--- src/rtl/mem_ctrl_pkg.sv ---
// mem_ctrl_pkg
// Shared definitions for the memory access controller: FSM state encoding,
// default memory depth and starvation limit, port identifiers, and the
// address range check used when a request is accepted.
package mem_ctrl_pkg;

  typedef enum logic [1:0] {
    IDLE   = 2'd0,
    ACCESS = 2'd1,
    DONE   = 2'd2
  } state_t;

  localparam int MEM_DEPTH  = 1024;
  localparam int STARVE_MAX = 4;

  localparam logic PORT_IF = 1'b0;
  localparam logic PORT_D  = 1'b1;

  // Unsigned compare on the full 32-bit address, so huge addresses fault too.
  function automatic logic addr_fault(input logic [31:0] addr, input int depth);
    return (addr >= $unsigned(depth));
  endfunction

endpackage

--- src/rtl/mem_access_arb.sv ---
// mem_access_arb
// Grant logic between the fetch and data ports plus the saturating
// starvation counter that lets fetch through after repeated losses.
// Ports:
//   Clk, Rst_n      clock / asynchronous active-low reset
//   if_req, d_req   pending requests from the two ports
//   idle            controller is in IDLE and may accept
//   if_gnt, d_gnt   combinational one-hot grants (both 0 when not idle)
module mem_access_arb #(
  parameter int STARVE_MAX = mem_ctrl_pkg::STARVE_MAX
) (
  input  logic Clk,
  input  logic Rst_n,
  input  logic if_req,
  input  logic d_req,
  input  logic idle,
  output logic if_gnt,
  output logic d_gnt
);

  localparam int CW = (STARVE_MAX < 1) ? 1 : $clog2(STARVE_MAX + 1);
  localparam logic [CW-1:0] CNT_MAX = CW'(STARVE_MAX);

  logic [CW-1:0] cnt_reg;
  logic [CW-1:0] cnt_next;
  logic          starved;
  logic          contested;

  assign starved   = (cnt_reg >= CNT_MAX);
  assign contested = idle && if_req && d_req;

  // Data wins unless fetch has lost enough contested rounds in a row.
  always_comb begin
    if_gnt = 1'b0;
    d_gnt  = 1'b0;
    if (idle) begin
      if (d_req && !(if_req && starved)) begin
        d_gnt = 1'b1;
      end else if (if_req) begin
        if_gnt = 1'b1;
      end
    end
  end

  // Only contested losses count; any fetch grant restarts the window.
  always_comb begin
    cnt_next = cnt_reg;
    if (if_gnt) begin
      cnt_next = '0;
    end else if (contested && (cnt_reg != CNT_MAX)) begin
      cnt_next = cnt_reg + CW'(1);
    end
  end

  always_ff @(posedge Clk or negedge Rst_n) begin
    if (!Rst_n) begin
      cnt_reg <= '0;
    end else begin
      cnt_reg <= cnt_next;
    end
  end

endmodule

--- src/rtl/mem_access_ctrl.sv ---
// mem_access_ctrl
// Three-cycle memory access controller between the CPU fetch/data ports and
// a unified word-indexed memory with combinational read.
// Ports:
//   Clk, Rst_n                         clock / asynchronous active-low reset
//   if_req/if_addr                     fetch request
//   if_ready/if_valid/if_fault/if_instr fetch handshake and instruction register
//   d_req/d_we/d_addr/d_wdata          load/store request
//   d_ready/d_valid/d_fault/d_rdata    data handshake and memory-data register
//   mem_addr/mem_wdata/mem_we          drive to memory
//   mem_rdata                          combinational read data from memory
module mem_access_ctrl #(
  parameter int MEM_DEPTH  = mem_ctrl_pkg::MEM_DEPTH,
  parameter int STARVE_MAX = mem_ctrl_pkg::STARVE_MAX
) (
  input  logic        Clk,
  input  logic        Rst_n,
  input  logic        if_req,
  input  logic [31:0] if_addr,
  output logic        if_ready,
  output logic        if_valid,
  output logic        if_fault,
  output logic [31:0] if_instr,
  input  logic        d_req,
  input  logic        d_we,
  input  logic [31:0] d_addr,
  input  logic [31:0] d_wdata,
  output logic        d_ready,
  output logic        d_valid,
  output logic        d_fault,
  output logic [31:0] d_rdata,
  output logic [31:0] mem_addr,
  output logic [31:0] mem_wdata,
  output logic        mem_we,
  input  logic [31:0] mem_rdata
);

  import mem_ctrl_pkg::*;

  state_t state_reg;
  state_t state_next;
  logic   if_gnt;
  logic   d_gnt;
  logic   idle;
  logic   we_reg;
  logic   port_reg;
  logic   fault_reg;

  assign idle = (state_reg == IDLE);

  mem_access_arb #(
    .STARVE_MAX(STARVE_MAX)
  ) u_arb (
    .Clk   (Clk),
    .Rst_n (Rst_n),
    .if_req(if_req),
    .d_req (d_req),
    .idle  (idle),
    .if_gnt(if_gnt),
    .d_gnt (d_gnt)
  );

  always_ff @(posedge Clk or negedge Rst_n) begin
    if (!Rst_n) begin
      state_reg <= IDLE;
    end else begin
      state_reg <= state_next;
    end
  end

  always_comb begin
    state_next = state_reg;
    case (state_reg)
      IDLE:    if (if_gnt || d_gnt) state_next = ACCESS;
      ACCESS:  state_next = DONE;
      DONE:    state_next = IDLE;
      default: state_next = IDLE;
    endcase
  end

  // mem_we decodes the state register directly so an asynchronous reset
  // during ACCESS removes the write before the closing edge.
  always_comb begin
    if_ready = if_gnt;
    d_ready  = d_gnt;
    mem_we   = (state_reg == ACCESS) && we_reg && !fault_reg;
  end

  // Datapath: latch on acceptance, capture at the end of ACCESS, and raise
  // the completion pulse for the DONE cycle.
  always_ff @(posedge Clk or negedge Rst_n) begin
    if (!Rst_n) begin
      mem_addr  <= '0;
      mem_wdata <= '0;
      we_reg    <= 1'b0;
      port_reg  <= PORT_IF;
      fault_reg <= 1'b0;
      if_valid  <= 1'b0;
      if_fault  <= 1'b0;
      if_instr  <= '0;
      d_valid   <= 1'b0;
      d_fault   <= 1'b0;
      d_rdata   <= '0;
    end else begin
      if_valid <= 1'b0;
      if_fault <= 1'b0;
      d_valid  <= 1'b0;
      d_fault  <= 1'b0;
      case (state_reg)
        IDLE: begin
          if (d_gnt) begin
            mem_addr  <= d_addr;
            mem_wdata <= d_wdata;
            we_reg    <= d_we;
            port_reg  <= PORT_D;
            fault_reg <= addr_fault(d_addr, MEM_DEPTH);
          end else if (if_gnt) begin
            mem_addr  <= if_addr;
            we_reg    <= 1'b0;
            port_reg  <= PORT_IF;
            fault_reg <= addr_fault(if_addr, MEM_DEPTH);
          end
        end
        ACCESS: begin
          if (port_reg == PORT_IF) begin
            if_valid <= 1'b1;
            if_fault <= fault_reg;
            if_instr <= fault_reg ? '0 : mem_rdata;
          end else begin
            d_valid <= 1'b1;
            d_fault <= fault_reg;
            if (!we_reg) begin
              d_rdata <= fault_reg ? '0 : mem_rdata;
            end
          end
        end
        default: ;
      endcase
    end
  end

endmodule

--- config.mk ---
export PLATFORM = sky130hd
export DESIGN_NAME = mem_access_ctrl
export DESIGN_NICKNAME = d
export VERILOG_FILES = /design/src/rtl/mem_ctrl_pkg.sv /design/src/rtl/mem_access_arb.sv /design/src/rtl/mem_access_ctrl.sv
export SDC_FILE = /design/constraint.sdc
export NUM_CORES = 1
export LEC_CHECK = 0
export BUFFER_PORTS_ARGS = -buffer_cell sky130_fd_sc_hd__buf_2
export CAP_MARGIN = 20
export CORE_ASPECT_RATIO = 1.5
export CORE_MARGIN = 4
export CORE_UTILIZATION = 42
export DETAILED_ROUTE_END_ITERATION = 8
export GPL_TIMING_DRIVEN = 0
export PLACE_DENSITY = 0.81
export RECOVER_POWER = 100
export SLEW_MARGIN = 20
export SYNTH_ARGS = -nofsm -noshare
export SYNTH_HDL_FRONTEND = slang
export SYNTH_SLANG_ARGS = --single-unit
--- constraint.sdc ---
create_clock -name Clk -period 1.1 [get_ports Clk]
set_input_delay 0.055 -clock Clk [delete_from_list [all_inputs] [get_ports Clk]]
set_output_delay 0.055 -clock Clk [all_outputs]
set_load 0.01 [all_outputs]
Yosys cells after proc, flatten, opt, wreduce, memory -nomap -nowiden:

Cells that the tools add are included.

* register bits: 140
* latch bits: 0
* bits in writable memories: 0
* bits in read-only memories: 0
* bits of input ports: 133
* memories kept: 0

* add/subtract/negate cells: 1
* multipliers: 0
* divide/modulo/power cells: 0
* magnitude comparators: 3
* eq/ne operators: 3
* shifts and indexed selects: 0
* mux-type cells: 25
* bitwise operators: 2
* reduce and logical (&&, ||, !) cells: 17

Operator list (count)
* two-way mux 32 bit: 3
* greater-or-equal comparator 32 x 11 -> 1 bit (second input constant): 2
* two-way mux 1 bit: 18
* logical AND 1 bit: 7
* two-way mux 3 bit: 2
* AND reduction 2 bit: 3
* one-hot mux 2 bit (2 select lines): 1
* nonzero test 2 bit: 2
* adder 3 x 1 -> 3 bit (second input constant): 1
* greater-or-equal comparator 3 bit (second input constant): 1
* inequality test 3 bit (second input constant): 1
* AND reduction 3 bit: 1
* equality test 2 x 1 -> 1 bit (second input constant): 1
* logical NOT 1 bit: 2
* logical NOT 2 bit: 1
* two-way mux 2 bit: 1
* inequality test 2 bit (second input constant): 1
* inverter 1 bit: 2
* logical OR 1 bit: 1

Logic depth before layout (Yosys ltp):

Gate-level depths: netlist (run 1).

* word-level depth: 9
* mapped depth: 6

Modules after synthesis:

From an unflattened synthesis (run 1), not the netlist that was laid out.

* cells, all modules: 506
* area total of the unflattened synthesis: 5774.3 um2

By module, submodules not included
* mem_access_ctrl: times used 1, cells each 490, area each 5600.4 um2, sequential area each 3428.3 um2
* mem_access_arb: times used 1, cells each 16, area each 173.9 um2, sequential area each 75.1 um2

Worst setup path after synthesis (run 1):

OpenSTA, ideal clock, no wires.

* path kind: reg2reg
* start: register state_reg[1]
* end: register if_instr[10]
* data arrival time: 1.077 ns
* slack: -0.110 ns
* stages on the path, launching flop included: 7
* cell sequence: dfrtp_1 -> nor2b_4 -> nand2b_1 -> buf_2 -> buf_6 -> nand2_1 -> o21ai_0

* longest elaborated chain between the ends: 2

Ends and longest elaborated chain
* start, declared: RTL line mem_access_ctrl.sv:40 `state_t state_reg;`
* start signal, assigned: RTL line mem_access_ctrl.sv:67 `state_reg <= state_next;`
* equality test 2 x 1 -> 1 bit: RTL line mem_access_ctrl.sv:109 `case (state_reg)`
* AND reduction 2 bit (no line)
* end signal, assigned: RTL line mem_access_ctrl.sv:128 `if_instr <= fault_reg ? '0 : mem_rdata;`
* end, declared: RTL line mem_access_ctrl.sv:23 `output logic [31:0] if_instr,`

Every way passes these cells.
A chain may end at the register's enable or synchronous reset.

Final worst setup path (run 1):

* start: register state_reg[0]
* end: register mem_addr[16]

* longest elaborated chain between the ends: 4
* elaborated cells between the ends (all ways): 6

Ends and longest elaborated chain
* logical NOT 2 bit (*): RTL line mem_access_ctrl.sv:49, mem_access_ctrl.sv:109
* two-way mux 1 bit: RTL line mem_access_arb.sv:36 `if (idle) begin`
* nonzero test 2 bit (no line)
* AND reduction 2 bit (no line)
* end signal, assigned: RTL line mem_access_ctrl.sv:112 `mem_addr <= d_addr;`
* end signal, assigned: RTL line mem_access_ctrl.sv:118 `mem_addr <= if_addr;`
* end, declared: RTL line mem_access_ctrl.sv:32 `output logic [31:0] mem_addr,`

Mark *: on every way between the ends. The rest lies on a longest branch, timed or not.

==> results.sh, run 1 <==
export IMPL_synth_warning_count=0
export IMPL_dp_cells=1042
export IMPL_start_kind="register"
export IMPL_rsz0062_at_grt="true"
export IMPL_dpl_hpwl_um=12900
export IMPL_die_w_um=103
export IMPL_setup_viol=222
export IMPL_routed_wl_um=27400
export IMPL_drt_iter0_markers=354
export IMPL_antenna_left=0
export IMPL_drive_gt1_frac=0.416
export IMPL_wl_per_cell_um=22.1
export IMPL_ir_drop_mv=1.57
export IMPL_vias=6911
export IMPL_die_y_um=150
export IMPL_min_path_type="in -> reg"
export IMPL_leakage_nw=5.17
export IMPL_worst_setup_path_type="reg -> reg"
export IMPL_clk_latency_ps=410
export IMPL_crit_path_end="mem_addr[16]$_DFFE_PN0P_"
export IMPL_fin_skew_ps=7.30
export IMPL_drc=0
export IMPL_p_total_mw=30.9
export IMPL_cts_tree="yes"
export IMPL_initial_utilization=0.431
export IMPL_cts_made_buffers=17
export IMPL_syn_area_per_cell_um2=9.17
export IMPL_min_from="d_addr[19]"
export IMPL_powerDensity_nw_per_um2=2890
export IMPL_ys_top_cells_by_area="dfrtp_1, nand2_1, o21ai_0"
export IMPL_grt_ovfl_total=0
export IMPL_critPathArrivalTime_ps=1930
export IMPL_setup_ws_ps=-537
export IMPL_startpoint="state_reg[0]$_DFFE_PN0P_"
export IMPL_port_buffers=267
export IMPL_clockRootBuffer="clkbuf_16"
export IMPL_finalMaxSlewViolations=0
export IMPL_gp_congestion=0.903
export IMPL_antenna_found_initial=0
export IMPL_crit_fanout=8
export IMPL_clockBufferDepth=2
export IMPL_nFillCells=702
export IMPL_max_cap_violations=0
export IMPL_ff2ff_setup_slack_ps=-540
export IMPL_fin_crit_sh=1.49
export IMPL_rows=51
export IMPL_netlist_area_um2=5640
export IMPL_grt_pass1_wl_um=33900
export IMPL_die_area_um2=15400
export IMPL_run_status="complete, but fails checks"
export IMPL_post_route_min_period_ps=1640
export IMPL_ios=268
export IMPL_h_tree_depth=4
export IMPL_grt_max_degree=91
export IMPL_seq_area_frac_synth=0.621
export IMPL_netlist_area_leader_share=0.621
export IMPL_first_global_vias=6741
export IMPL_grt_use_total=0.285
export IMPL_netlist_instances=615
export IMPL_finalHoldViolCount=0
export IMPL_syn_to_final_growth_pct=90.1
export IMPL_worstPathRequired_ps=1390
export IMPL_synth_top_cell_by_area="dfrtp_1"
export IMPL_endpoint_kind="register"
export IMPL_worst_pin_slew_ps=755
export IMPL_firstDrtPassIters=8
export IMPL_clock_fmax_mhz=611
export IMPL_reg2reg_from="state_reg[0]$_DFFE_PN0P_"
export IMPL_clock_sinks=140
export IMPL_synth_fp_nets=750
export IMPL_stdcell_count=1240
export IMPL_synth_seq_cells=140
export IMPL_violations="setup timing"
export IMPL_clk_pin_slew_worst_paths_ps=70
export IMPL_r2r_cells=6
export IMPL_core_um2=13100
export IMPL_synth_cell_type_count=27
export IMPL_layout_nets=1203
export IMPL_max_slew_margin=0.497
export IMPL_r2r_end="mem_addr[16]$_DFFE_PN0P_"
export IMPL_vias_per_cell=5.57
[critical path: stages (launching register included)]
cell and delay, ps:
dfrtp_1 410, nor2_4 200, and2_4 190, buf_12 140, buf_8 140, nand2_1 110, a31oi_1 330
[Yosys cell counts (all sizes together)]
master	n
inv	3
o21ai	67
nand3b	1
ha	2
nand2b	1
or4	1
nor3	1
clkbuf	13
nand3	4
and3	2
o22ai	1
nor4	10
nor2b	2
nand2	268
nor2	36
clkinv	2
dfrtp	140
nand4	2
and2	2
a31oi	32
buf	25
[metrics by stage]
stage          hold slack, ps  worst slack (ps)  instance area, um2  setup TNS [ps]  utilization
3_3_place_gp              245             -1980                7250         -310410        0.554
2_1_floorplan            -241             -85.1                5710           -7370            -
6_report                 77.3              -537               10700          -50430        0.820
5_1_grt                  73.5              -574               10700          -73320        0.820
4_1_cts                  28.5              -406                9600          -37530        0.734
3_5_place_dp            -7.17              -367                7280          -37190        0.557
[cell families after synthesis]
group                      Yosys count  share of synthesized area
and+or+nand+nor                    330                      0.236
DFF                                140                      0.621
AOI/OAI and AO/OA                  100                     0.0961
buffers and inverters               43                     0.0421
adders and majority gates            2                    0.00444
[power by group]
part	total (mW)	switching [mW]	internal, mW	leakage, nW
clock	6.00	2.37	3.64	0.285
combinational	15.4	8.70	6.67	3.11
sequential	9.57	2.00	7.56	1.77
[cells in the final DEF, fill, tap and decap left out, drive strengths merged, types with 2 or more instances in the layout]
cell type,count
a31oi,32
dfrtp,140
clkbuf,168
nor2,36
ha,2
nand3,4
dlygate4sd3,130
nand2,268
o21ai,67
nand4,2
nor2b,2
and2,2
nand3b,3
buf,190
clkinvlp,4
and3,2
clkinv,5
inv,6
nor4,10
bufinv,3
[routing by layer]
metal	vias to the layer above	wire, um	track usage	share of wire
li1	2942	-	-	-
met5	-	0	0	0
met1	3349	9020	0.304	0.33
met3	173	1770	0.0620	0.065
met4	0	1990	0.151	0.072
met2	447	14700	0.511	0.53
[timing repair]
action,CTS,global route
setup buffers,13,7
cloned,9,12
setup endpoints to repair,140,140
pin swaps,10,118
hold buffers,130,0
resized for setup,59,299
hold endpoints to repair,186,0
[how the worst min path moves through the flow]
stage,end,slack (ps),depth (start not counted)
5_1_grt,fault_reg$_DFFE_PN0P_,70,4
3_5_place_dp,d_rdata[2]$_DFFE_PN0P_,-7,1
3_3_place_gp,mem_wdata[6]$_DFFE_PN0P_,250,3
6_report,fault_reg$_DFFE_PN0P_,80,4
4_1_cts,fault_reg$_DFFE_PN0P_,30,4
2_1_floorplan,d_fault$_DFF_PN0_,-240,0
[final cells by class]
cell class	count	area, um2	share of cell area
tap	159	199	0.0186
multi-input combinational	434	2750	0.257
clock inverter	13	165	0.0154
inverter	5	31.3	0.00292
clock buffer	18	439	0.0410
antenna	1	2.50	0.000233
sequential	140	3500	0.327
buffer	35	450	0.0420
timing repair buffer	435	3180	0.296
Power figures use the tool's default switching activity.
==> run 2: changes to the inputs <==
--- a/config.mk
+++ b/config.mk
@@ -8,9 +8,9 @@
 export BUFFER_PORTS_ARGS = -buffer_cell sky130_fd_sc_hd__buf_2
 export CAP_MARGIN = 20
 export CORE_ASPECT_RATIO = 1.5
-export CORE_MARGIN = 4
 export CORE_UTILIZATION = 42
 export DETAILED_ROUTE_END_ITERATION = 8
+export GPL_ROUTABILITY_DRIVEN = 0
 export GPL_TIMING_DRIVEN = 0
 export PLACE_DENSITY = 0.81
 export RECOVER_POWER = 100
==> run 2 against run 1 <==
  * The flow still finishes with violations (setup timing)
  * Via count up 2.5%
  * Worst hold slack worse by 38 ps
  * Cell count up 0.73%
  * Critical path type unchanged
  * Largest cell class unchanged
  * Utilization up 0.18 points
  * Clock power down 6.2%
==> results.sh, run 2 (synthesized netlist as in run 1, its figures left out) <==
export IMPL_drive_gt1_frac=0.462
export IMPL_critPathArrivalTime_ps=1890
export IMPL_finalHoldViolCount=0
export IMPL_drc=0
export IMPL_start_kind="register"
export IMPL_grt_ovfl_total=0
export IMPL_min_path_type="in -> reg"
export IMPL_fin_crit_sh=1.43
export IMPL_run_status="complete, but fails checks"
export IMPL_layout_nets=1212
export IMPL_first_global_vias=7336
export IMPL_place_area_um2=7280
export IMPL_die_area_um2=13900
export IMPL_finalMaxSlewViolations=0
export IMPL_final_cell_mix="buf_2, nand2_1, dfrtp_1"
export IMPL_post_route_min_period_ps=1570
export IMPL_rows=51
export IMPL_fin_skew_ps=11.7
export IMPL_dpl_hpwl_um=12200
export IMPL_die_w_um=96.6
export IMPL_r2r_cells=7
export IMPL_vias=7082
export IMPL_clockRootBuffer="clkbuf_16"
export IMPL_clock_sinks=140
export IMPL_worst_setup_path_type="reg -> reg"
export IMPL_powerDensity_nw_per_um2=2900
export IMPL_port_buffers=267
export IMPL_ios=268
export IMPL_routed_wl_um=26700
export IMPL_timing_hold_ws_ps=39.4
export IMPL_antenna_left=0
export IMPL_rsz0062_at_grt="true"
export IMPL_clk_pin_slew_worst_paths_ps=70
export IMPL_drt_iter0_markers=519
export IMPL_endpoint_kind="register"
export IMPL_wl_per_cell_um=21.4
export IMPL_violations="setup timing"
export IMPL_setup_tns_final_ps=-46350
export IMPL_cts_tree="yes"
export IMPL_worst_pin_slew_ps=717
export IMPL_hold_depth=4
export IMPL_die_y_um=144
export IMPL_vias_per_cell=5.67
export IMPL_grt_pass1_wl_um=37600
export IMPL_max_slew_margin=0.522
export IMPL_h_tree_depth=4
export IMPL_crit_fanout=8
export IMPL_grt_use_total=0.354
export IMPL_initial_utilization=0.433
export IMPL_syn_to_final_growth_pct=89.6
export IMPL_grt_max_degree=92
export IMPL_max_cap_violations=0
export IMPL_setup_viol=223
export IMPL_cts_made_buffers=17
export IMPL_final_cell_area_um2=10700
export IMPL_post_route_util=0.822
export IMPL_worstPathRequired_ps=1420
export IMPL_clk_latency_ps=410
export IMPL_clockBufferDepth=2
export IMPL_core_um2=13000
export IMPL_antenna_found_initial=0
export IMPL_leakage_nw=5.38
export IMPL_setup_ws_ps=-472
export IMPL_antennaDiodeCount=0
export IMPL_ir_drop_mv=2.10
export IMPL_layout_commonest_cell="buf_2"
export IMPL_clock_fmax_mhz=636
export IMPL_firstDrtPassIters=5
-- run 2: cell type report --
class                           count  area [um2]
Sequential cell                   140        3500
Timing Repair Buffer              442        3240
Multi-Input combinational cell    433        2620
Fill cell                         678        2320
Buffer                             38         532
Clock buffer                       19         443
Tap cell                          159         199
Clock inverter                     13         131
Inverter                            5        27.5
-- run 2: worst paths after layout --
path                                           startpoint                         to  slack (ps)
worst min register to register  mem_wdata[11]$_DFFE_PN0P_  mem_wdata[11]$_DFFE_PN0P_         490
worst max-delay path             state_reg[0]$_DFFE_PN0P_   mem_addr[10]$_DFFE_PN0P_        -470
worst max register to register   state_reg[0]$_DFFE_PN0P_   mem_addr[10]$_DFFE_PN0P_        -470
min in group asynchronous                           Rst_n    if_instr[2]$_DFFE_PN0P_         270
worst min-delay path                           d_addr[16]      fault_reg$_DFFE_PN0P_          40
max in group asynchronous                           Rst_n   mem_addr[27]$_DFFE_PN0P_         -70
-- run 2: worst max-delay path, stage by stage (launching register included) --
cell,delay (ps)
dfrtp_1,410
nor2_4,180
buf_4,130
and2_4,150
buf_12,140
buf_8,120
nand2_1,100
a31oi_2,240
-- run 2: power breakdown --
group / switching (mW) / internal [mW]
registers: 2.12 / 7.56
clock network: 2.40 / 3.23
logic: 8.58 / 7.14
total: 13.1 / 17.9
-- run 2: per-layer routing --
layer / global-route usage / part of all wire
met5: 0 / 0
met1: 0.341 / 0.32
met4: 0.277 / 0.079
met2: 0.654 / 0.54
met3: 0.0759 / 0.066
-- run 2: repair_timing --
action	4_1_cts	5_1_grt
buffers inserted	23	4
endpoints found under the hold margin	186	0
setup endpoints to repair	140	140
cloned	21	1
resized for setup	228	122
pin swaps	125	40
hold buffers	130	0
-- run 2: stage by stage --
step	power (mW)	std cells	setup slack (ps)
final	31.0	1249	-472
after global routing	32.3	1249	-538
after CTS	28.3	1248	-395
after detailed placement	18.5	1042	-387
after global placement	18.1	1041	-1970
after floorplan	14.2	615	-85.1
